$ cat src/rtl/ps2_host_tx.sv
// PS/2 host-to-device transmitter: inhibit, request-to-send, 11-bit frame and ACK check.
// Define PS2_TX_RETRY_EN to resend the latched byte once after a NACK or timeout.
module ps2_host_tx #(
    parameter int unsigned INHIBIT_CYCLES = 5000,
    parameter int unsigned SETUP_CYCLES   = 16,
    parameter int unsigned TIMEOUT_CYCLES = 1000000
) (
    input  logic       in_clock,
    input  logic       in_reset,
    input  logic [7:0] in_data,
    input  logic       in_valid,
    output logic       out_ready,
    output logic       out_busy,
    output logic       out_done,
    output logic       out_error,
    input  logic       ps2_clock_in,
    input  logic       ps2_data_in,
    output logic       ps2_clock_drive_low,
    output logic       ps2_data_drive_low
);

    typedef enum logic [2:0] {StIdle, StInhibit, StRequest, StBits, StAck} state_e;

    state_e      state_q, state_d;
    logic [31:0] cnt_q, cnt_d;
    logic [3:0]  idx_q, idx_d;
    logic [7:0]  byte_q, byte_d;
    logic        ready_q, ready_d;
    logic        busy_q, busy_d;
    logic        done_q, done_d;
    logic        error_q, error_d;
    logic        clk_drv_q, clk_drv_d;
    logic        dat_drv_q, dat_drv_d;
    logic        clk_meta_q, clk_meta_d;
    logic        clk_sync_q, clk_sync_d;
    logic        clk_prev_q, clk_prev_d;
    logic        dat_meta_q, dat_meta_d;
    logic        dat_sync_q, dat_sync_d;
`ifdef PS2_TX_RETRY_EN
    logic        retry_q, retry_d;
`endif

    logic        clk_fall;
    logic        fail;
    logic [10:0] frame;

    // Wire order: start(0), data LSB first, odd parity, stop(1).
    assign frame    = {1'b1, ~^byte_q, byte_q, 1'b0};
    assign clk_fall = clk_prev_q & ~clk_sync_q;

    always_comb begin
        state_d    = state_q;
        cnt_d      = cnt_q;
        idx_d      = idx_q;
        byte_d     = byte_q;
        ready_d    = ready_q;
        busy_d     = busy_q;
        done_d     = 1'b0;
        error_d    = 1'b0;
        clk_drv_d  = clk_drv_q;
        dat_drv_d  = dat_drv_q;
        clk_meta_d = ps2_clock_in;
        clk_sync_d = clk_meta_q;
        clk_prev_d = clk_sync_q;
        dat_meta_d = ps2_data_in;
        dat_sync_d = dat_meta_q;
        fail       = 1'b0;
`ifdef PS2_TX_RETRY_EN
        retry_d    = retry_q;
`endif

        unique case (state_q)
            StIdle: begin
                ready_d   = 1'b1;
                busy_d    = 1'b0;
                clk_drv_d = 1'b0;
                dat_drv_d = 1'b0;
                if (in_valid && ready_q) begin
                    byte_d    = in_data;
                    state_d   = StInhibit;
                    cnt_d     = '0;
                    ready_d   = 1'b0;
                    busy_d    = 1'b1;
                    clk_drv_d = 1'b1;
`ifdef PS2_TX_RETRY_EN
                    retry_d   = 1'b0;
`endif
                end
            end
            StInhibit: begin
                if (cnt_q == INHIBIT_CYCLES - 1) begin
                    state_d   = StRequest;
                    cnt_d     = '0;
                    dat_drv_d = 1'b1;
                end else begin
                    cnt_d = cnt_q + 32'd1;
                end
            end
            StRequest: begin
                if (cnt_q == SETUP_CYCLES - 1) begin
                    state_d   = StBits;
                    cnt_d     = '0;
                    idx_d     = '0;
                    clk_drv_d = 1'b0;
                    dat_drv_d = ~frame[0];
                end else begin
                    cnt_d = cnt_q + 32'd1;
                end
            end
            StBits: begin
                if (clk_fall) begin
                    cnt_d     = '0;
                    idx_d     = idx_q + 4'd1;
                    dat_drv_d = ~frame[idx_d];
                    if (idx_q == 4'd9) begin
                        state_d = StAck;
                    end
                end else if (cnt_q == TIMEOUT_CYCLES - 1) begin
                    fail = 1'b1;
                end else begin
                    cnt_d = cnt_q + 32'd1;
                end
            end
            StAck: begin
                if (clk_fall) begin
                    cnt_d = '0;
                    if (dat_sync_q) begin
                        fail = 1'b1;
                    end else begin
                        done_d    = 1'b1;
                        state_d   = StIdle;
                        clk_drv_d = 1'b0;
                        dat_drv_d = 1'b0;
                    end
                end else if (cnt_q == TIMEOUT_CYCLES - 1) begin
                    fail = 1'b1;
                end else begin
                    cnt_d = cnt_q + 32'd1;
                end
            end
            default: state_d = StIdle;
        endcase

        // NACK and timeout share one exit; ready/busy stay put until the idle cycle.
        if (fail) begin
            clk_drv_d = 1'b0;
            dat_drv_d = 1'b0;
            cnt_d     = '0;
            state_d   = StIdle;
            error_d   = 1'b1;
`ifdef PS2_TX_RETRY_EN
            if (!retry_q) begin
                retry_d   = 1'b1;
                state_d   = StInhibit;
                clk_drv_d = 1'b1;
                error_d   = 1'b0;
            end
`endif
        end
    end

    always_ff @(posedge in_clock or negedge in_reset) begin
        if (!in_reset) begin
            state_q    <= StIdle;
            cnt_q      <= '0;
            idx_q      <= '0;
            byte_q     <= '0;
            ready_q    <= 1'b1;
            busy_q     <= 1'b0;
            done_q     <= 1'b0;
            error_q    <= 1'b0;
            clk_drv_q  <= 1'b0;
            dat_drv_q  <= 1'b0;
            clk_meta_q <= 1'b1;
            clk_sync_q <= 1'b1;
            clk_prev_q <= 1'b1;
            dat_meta_q <= 1'b1;
            dat_sync_q <= 1'b1;
`ifdef PS2_TX_RETRY_EN
            retry_q    <= 1'b0;
`endif
        end else begin
            state_q    <= state_d;
            cnt_q      <= cnt_d;
            idx_q      <= idx_d;
            byte_q     <= byte_d;
            ready_q    <= ready_d;
            busy_q     <= busy_d;
            done_q     <= done_d;
            error_q    <= error_d;
            clk_drv_q  <= clk_drv_d;
            dat_drv_q  <= dat_drv_d;
            clk_meta_q <= clk_meta_d;
            clk_sync_q <= clk_sync_d;
            clk_prev_q <= clk_prev_d;
            dat_meta_q <= dat_meta_d;
            dat_sync_q <= dat_sync_d;
`ifdef PS2_TX_RETRY_EN
            retry_q    <= retry_d;
`endif
        end
    end

    assign out_ready           = ready_q;
    assign out_busy            = busy_q;
    assign out_done            = done_q;
    assign out_error           = error_q;
    assign ps2_clock_drive_low = clk_drv_q;
    assign ps2_data_drive_low  = dat_drv_q;

endmodule

$ cat config.mk
export PLATFORM = sky130hd
export DESIGN_NAME = ps2_host_tx
export DESIGN_NICKNAME = d
export VERILOG_FILES = /design/src/rtl/ps2_host_tx.sv
export SDC_FILE = /design/constraint.sdc
export NUM_CORES = 1
export LEC_CHECK = 0
export ABC_AREA = 1
export BUFFER_PORTS_ARGS = -buffer_cell sky130_fd_sc_hd__clkbuf_2
export CAP_MARGIN = 5
export CORE_UTILIZATION = 50
export DETAILED_ROUTE_END_ITERATION = 16
export PLACE_DENSITY = 0.66
export SKIP_CTS_REPAIR_TIMING = 1
export SYNTH_ARGS = -nofsm -noshare
export SYNTH_HDL_FRONTEND = slang
export SYNTH_SLANG_ARGS = --single-unit
$ cat constraint.sdc
create_clock -name in_clock -period 3 [get_ports in_clock]
set_clock_uncertainty 0.2 [all_clocks]
set_input_delay 0.6 -clock in_clock [delete_from_list [all_inputs] [get_ports in_clock]]
set_output_delay 0.6 -clock in_clock [all_outputs]
set_load 0.05 [all_outputs]
==> results of run 1 <==
## worst max path at each step
stage | startpoint | to | slack [ns] | depth (start not counted)
final | cnt_q[0]$_DFFE_PN0P_ | cnt_q[30]$_DFFE_PN0P_ | 0.64 | 11
after global routing | cnt_q[0]$_DFFE_PN0P_ | cnt_q[17]$_DFFE_PN0P_ | 0.48 | 11
after CTS | cnt_q[0]$_DFFE_PN0P_ | cnt_q[17]$_DFFE_PN0P_ | 0.64 | 11
after detailed placement | cnt_q[0]$_DFFE_PN0P_ | cnt_q[30]$_DFFE_PN0P_ | 0.67 | 11
after global placement | in_valid | cnt_q[29]$_DFFE_PN0P_ | 0.78 | 10
after floorplan | cnt_q[0]$_DFFE_PN0P_ | cnt_q[26]$_DFFE_PN0P_ | 1.07 | 12
## registers in the layout, summed over array words and instances (netlist names)
name,flops
ps2_clock_drive_low,1
out_busy,1
byte_q,8
state_q,3
out_ready,1
dat_sync_q,1
ps2_data_drive_low,1
clk_prev_d,1
out_done,1
cnt_q,32
idx_q,4
clk_prev_q,1
clk_meta_q,1
dat_meta_q,1
out_error,1
## power groups by stage
stage               Combinational, mW  Clock (mW)  Sequential, mW
floorplan                        1.18           0            1.18
finish                           1.58       0.665            1.11
global route                     1.76       0.718            1.14
detailed placement               1.59           0            1.12
global placement                 1.55           0            1.12
CTS                              1.59       0.684            1.11
## cell usage in the layout (no fill, tap or decap), types with 2 or more instances in the layout
cell	n
dfstp_2	6
clkinvlp_4	2
o22ai_1	21
dfrtp_1	52
clkbuf_2	18
o21ai_0	14
inv_1	50
clkinv_2	2
clkinv_4	2
buf_4	2
nor2_2	3
nand3_1	32
nand2_2	4
o2111ai_1	2
nor2_1	58
ha_1	3
nand4_1	13
xor2_1	30
nor2_4	4
a21oi_1	4
nor3_1	22
nand2_4	2
clkbuf_8	10
nand2_1	138
xnor2_1	5
inv_2	7
## worst reg2reg max path: stages, from the launching register on
cell and delay, ns:
dfrtp_1 0.39, ha_1 0.21, nand2_2 0.12, nor2_8 0.14, inv_4 0.06, nor2_4 0.08, nand2_2 0.05, o21ai_2 0.17
nand2_2 0.10, o21ai_4 0.28, buf_4 0.29, o22ai_1 0.12
## layout make-up
cell class                      count  area (um2)
Clock buffer                       10         138
Clock inverter                      6        42.5
Fill cell                         682        2880
Inverter                           58         220
Multi-Input combinational cell    369        1920
Sequential cell                    58        1460
Tap cell                           96         120
Timing Repair Buffer               21         125
## layer usage
| metal | part of all wire (%) | wire length (um) |
|---|---|---|
| met4 | 2.2 | 195 |
| met5 | 0 | 0 |
| met2 | 50 | 4370 |
| met3 | 4.8 | 421 |
| met1 | 43 | 3740 |
## logic make-up (layout without fill, tap and decap cells)
family	count (synthesis)	after routing
xor+xnor	35	35
buf+inv	64	95
fa+ha+maj	3	3
compound gates	46	46
simple gates	285	285
flops	58	58
## stage by stage
step | setup WS, ns | hold WS [ns] | utilization, % | instances
3_5_place_dp | 0.668 | 0.147 | 55.7 | 602
3_3_place_gp | 0.780 | 0.146 | 55.7 | 602
2_1_floorplan | 1.07 | 0.104 | - | 491
4_1_cts | 0.637 | 0.0767 | 58.3 | 618
5_1_grt | 0.481 | 0.110 | 58.3 | 618
6_report | 0.635 | 0.0711 | 58.3 | 618
==> parameters.txt, run 1 <==
Parameter                              Value

Run status
  Outcome    completed

CTS
  Insertion delay to the later sink of the worst-skew pair    0.35 ns
  Sinks on Clock Net    58
  TritonCTS clock tree    built
  H-tree level count    3
  Number of buffers added by the clock tree synthesis step    9
  Clock input transition at the sequential cells of the worst setup and hold paths    0.08 ns
  Maximum root-to-sink buffer count    2
  Root buf cell    clkbuf_8

Cells and area
  Layout cells sized above 1    13.8%
  Layout area overhead    10.6%
  Diodes inserted    0
  Final design instance area without fill    0.00402 mm2
  Number of nets in the layout    533

Synth
  EDFF count, synth    0
  Synth top area cells    dfrtp_1 36%, nand2_1 14%, xor2_1 7.2%
  Combinational family with the most area after synthesis    simple AND/OR/NAND/NOR gates
  Synth Area per Inst    7.41 um2
  Yosys top cell area share    35.8%
  Portion of netlist area occupied by mux cells    0%
  Post-synthesis compound-gate area fraction    7.87%
  Dominant cell by count in the synthesized netlist    nand2_1
  Synthesized-area fraction occupied by adder cells    1.03%
  Leading register cell type out of synthesis    dfrtp_1
  Count of synthesis-stage warnings from yosys    0
  Fraction of the yosys area taken by sequential cells    40.1%
  Number of distinct library cell variants in the gate-level netlist after synthesis    38
  Top post-synthesis cells by count    138 x nand2_1, 58 x nor2_1, 52 x dfrtp_1, 50 x inv_1, 32 x nand3_1
  Synth Cell Area    0.00364 mm2
  Post-synthesis share of cell area spent on and, or, nand and nor gates    35.4%
  Xor/xnor cell area share of the yosys netlist    8.42%
  Cell count after synthesis    491
  Net count after synthesis    507
  Cell taking the most area after synthesis    dfrtp_1
  Share of synthesized registers carrying an async set or reset    100%
  FF+latch count, synth    58

STA
  Setup violations, final    0
  Peak clock frequency supported by timing    0.423 GHz
  Total count of hold-check failures in the final report    0
  Max-slew headroom    55.4%
  Transition time at the pin with the least slew margin    0.669 ns
  Max-slew violation count    0
  Min Clock Period, post-route    2.36 ns
  Ratio of final minimum period to clock period    78.8%
  Setup_tns    0 ns
  Setup repair after global routing missed its margin    false

Global route
  Total overflow reported by the global router    0
  Via count of the first global-routing pass    3212
  Wire length of the first global-routing pass    15.0 mm
  Maximum number of pins on one net before global-route repair    35
  Global routing usage on met1    32.0%
  Total global-route track usage    25.6%
  Met3 capacity usage during global routing    3.89%
  GRT Max-Usage Layer    met2
  Met2 usage    43.5%
  Antenna violations before repair    0

Worst hold path
  Worst hold path type    in -> async

Detailed routing
  Via count    3342
  Wire length reported by the detailed router    8.73 mm
  Vias/cell    5.41
  Number of design-rule violations left by the first detailed-router iteration    265
  DRC Markers    0
  Average detailed-routed wire length per instance    14.1 um
  Post-route ant nets    0
  Pre-Repair DR Iteration Count    5

Floorplanning
  Core Rows    30
  Die extent in x    87.3 um
  Starting Density    52.7%
  Die Ht    87.3 um
  Die outline area    0.00762 mm2
  Area of the placeable core    0.00691 mm2
  Top-level I/O count    19

Worst setup path
  Most used cell along the critical path    nand2_2
  Reg2reg start    cnt_q[0]$_DFFE_PN0P_
  Critical path required time    3.01 ns
  Endpoint of the lowest-slack register-to-register path    cnt_q[30]$_DFFE_PN0P_
  Count of buffer and inverter cells on the critical path    2
  Family of cells with the greatest summed delay on the critical path    compound AO/OA/AOI/OAI gates
  Reg2Reg Depth    11
  Largest fanout on the critical path    16
  Nature of the critical path endpoint    register
  Max stage delay cell, worst path    dfrtp_1
  Reg-to-reg slack, setup    0.64 ns
  Critical path arrival    2.37 ns
  Type of the worst setup path    reg -> reg
  Startpoint type of the worst setup path    register
  Cell-by-cell listing of the critical path    ha_1 > nand2_2 > nor2_8 > inv_4 > nor2_4 > nand2_2 > o21ai_2 > nand2_2 > o21ai_4 > buf_4 > o22ai_1
  Delay of the slowest cell on the worst path    0.39 ns

Pwr
  Internal power component    1.76 mW
  Overall power    3.36 mW
  Sw Pwr    1.59 mW
  Net switching share of the total power    47.4%
  Pwr Density    834 mW/mm2
  Maximum vdd drop    0.600 mV
  Combinational share of power    47.1%
  Relative contribution of sequential cells to total power    33.1%
  Static power due to leakage    1.92 nW
  Relative contribution of the clock network to total power    19.8%

Job
  Max-Cap Viols    0

Placement
  Number of I/O port buffers    18
  Half-perimeter wire length after placement    6.59 mm
  Instance area at placement    0.00384 mm2
  Final estimated routing congestion in global placement    0.878
Note: power is estimated with default switching activity, not from simulation.
==> run 2: changes to the inputs <==
==> constraint.sdc (replaced) <==
create_clock -name in_clock -period 2.3 [get_ports in_clock]
set_clock_uncertainty 0.2 [all_clocks]
set_input_delay 0.46 -clock in_clock [delete_from_list [all_inputs] [get_ports in_clock]]
set_output_delay 0.46 -clock in_clock [all_outputs]
set_load 0.05 [all_outputs]
==> parameters.txt, run 2 (synthesized netlist as in run 1, its figures left out) <==
Parameter                              Value

Global route
  Maximum number of pins on one net before global-route repair    38
  Total overflow reported by the global router    0
  Total global-route track usage    26.3%
  Via count of the first global-routing pass    3274
  Wire length of the first global-routing pass    15.3 mm
  Antenna violations before repair    1

STA
  Ratio of final minimum period to clock period    93.4%
  Post-route worst hold slack    0.114 ns
  Total count of hold-check failures in the final report    0
  Max-slew headroom    61.7%
  Transition time at the pin with the least slew margin    0.575 ns
  Peak clock frequency supported by timing    0.465 GHz
  Setup violations, final    0
  Setup repair after global routing missed its margin    false
  Setup_tns    0 ns
  Min Clock Period, post-route    2.15 ns
  Max-slew violation count    0

Pwr
  Pwr Density    1140 mW/mm2
  Maximum vdd drop    0.764 mV
  Static power due to leakage    2.01 nW

Cells and area
  Layout cells sized above 1    16.1%
  Number of nets in the layout    546
  Registers with the most flip-flops    cnt_q (32), byte_q (8), idx_q (4)
  Diodes inserted    0
  Utilization after layout    60.8%
  Layout area overhead    15.4%
  Commonest non-fill, non-tap cells in the layout    138 x nand2_1, 57 x nor2_1, 52 x dfrtp_1
  # fillers    670
  Most common cell after layout, fill and taps aside    nand2_1
  Final design instance area without fill    0.00420 mm2
  Register with the most flip-flops    cnt_q
  Flip-flop count of the largest register after layout    32

Worst setup path
  Largest fanout on the critical path    16
  Critical path required time    2.31 ns
  Critical path arrival    2.16 ns
  Nature of the critical path endpoint    register
  Type of the worst setup path    reg -> reg
  Startpoint type of the worst setup path    register

Placement
  Half-perimeter wire length after placement    6.66 mm
  Instance area at placement    0.00391 mm2
  Final estimated routing congestion in global placement    0.917
  Number of I/O port buffers    18

Detailed routing
  Vias/cell    5.34
  DRC Markers    0
  Average detailed-routed wire length per instance    14.1 um
  Number of design-rule violations left by the first detailed-router iteration    156
  Wire length reported by the detailed router    8.88 mm
  Post-route ant nets    0
  Pre-Repair DR Iteration Count    4
  Via count    3368

Floorplanning
  Core Rows    30
  Starting Density    52.7%
  Top-level I/O count    19
  Die extent in x    87.3 um
  Area of the placeable core    0.00691 mm2
  Die Ht    87.3 um
  Die outline area    0.00762 mm2

CTS
  Number of buffers added by the clock tree synthesis step    9
  TritonCTS clock tree    built
  Maximum root-to-sink buffer count    2
  Clock input transition at the sequential cells of the worst setup and hold paths    0.07 ns
  Sinks on Clock Net    58
  H-tree level count    3
  Root buf cell    clkbuf_8
  Insertion delay to the later sink of the worst-skew pair    0.34 ns

Run status
  Outcome    completed

Job
  Max-Cap Viols    0

Worst hold path
  Worst hold path type    in -> reg
==> run 2: cell count changes in the layout (fill, tap and decap cells not counted), moves of 2 or more <==
cell / previous run / this run
buf_4: 2 / 11
dlygate4sd3_1: 0 / 3
clkinv_4: 2 / 0
bufinv_16: 0 / 2
clkbuf_8: 10 / 12
==> run 2: worst max-delay path: stages (launching register included) <==
cell     delay, ns
dfrtp_1       0.39
ha_2          0.20
nand2_2       0.10
nor2_8        0.15
inv_4         0.06
nor2_4        0.07
nand2_2       0.05
o21ai_2       0.17
nand2_2       0.11
o21ai_4       0.19
buf_6         0.20
o22ai_1       0.10
==> run 2: report_power, final <==
part / internal [mW] / switching [mW]
combinational: 0.760 / 1.46
sequential: 1.23 / 0.222
clock: 0.697 / 0.436
==> run 2: routing by layer <==
metal | track usage, % | part of all wire [%] | vias to the layer above
met5 | 0 | 0 | -
met4 | 11.9 | 3.1 | 0
met3 | 6.35 | 3.7 | 24
met2 | 44.5 | 50 | 85
met1 | 31.6 | 44 | 1578
li1 | - | - | 1681
==> run 2: path summary, 6_finish.rpt <==
kind,cells after the start,end,slack (ns),startpoint
worst max-delay path,11,cnt_q[7]$_DFFE_PN0P_,0.15,cnt_q[0]$_DFFE_PN0P_
worst min-delay path,3,byte_q[6]$_DFFE_PN0P_,0.11,in_data[6]
worst max register to register,11,cnt_q[7]$_DFFE_PN0P_,0.15,cnt_q[0]$_DFFE_PN0P_
worst min register to register,0,dat_sync_q$_DFF_PN1_,0.15,dat_meta_q$_DFF_PN1_
max in group asynchronous,3,cnt_q[24]$_DFFE_PN0P_,0.85,in_reset
min in group asynchronous,2,cnt_q[3]$_DFFE_PN0P_,0.44,in_reset
==> run 2: area by class of cell <==
| type | count | area (um2) | area share (%) |
|---|---|---|---|
| flip-flops and latches | 58 | 1460 | 34.7 |
| multi-input cells | 369 | 1930 | 45.9 |
| clock buffers | 12 | 165 | 3.93 |
| inverters | 58 | 220 | 5.24 |
| well taps | 96 | 120 | 2.86 |
| repair buffers | 34 | 234 | 5.57 |
| clock inverters | 4 | 72.6 | 1.73 |
==> run 2: through the flow <==
step | worst slack [ns] | instances | power [mW]
CTS | 0.0792 | 627 | 4.80
detailed placement | 0.121 | 611 | 3.65
finish | 0.151 | 631 | 4.80
global placement | 0.131 | 611 | 3.62
global route | 0.00238 | 631 | 5.16
floorplan | 0.371 | 491 | 3.08
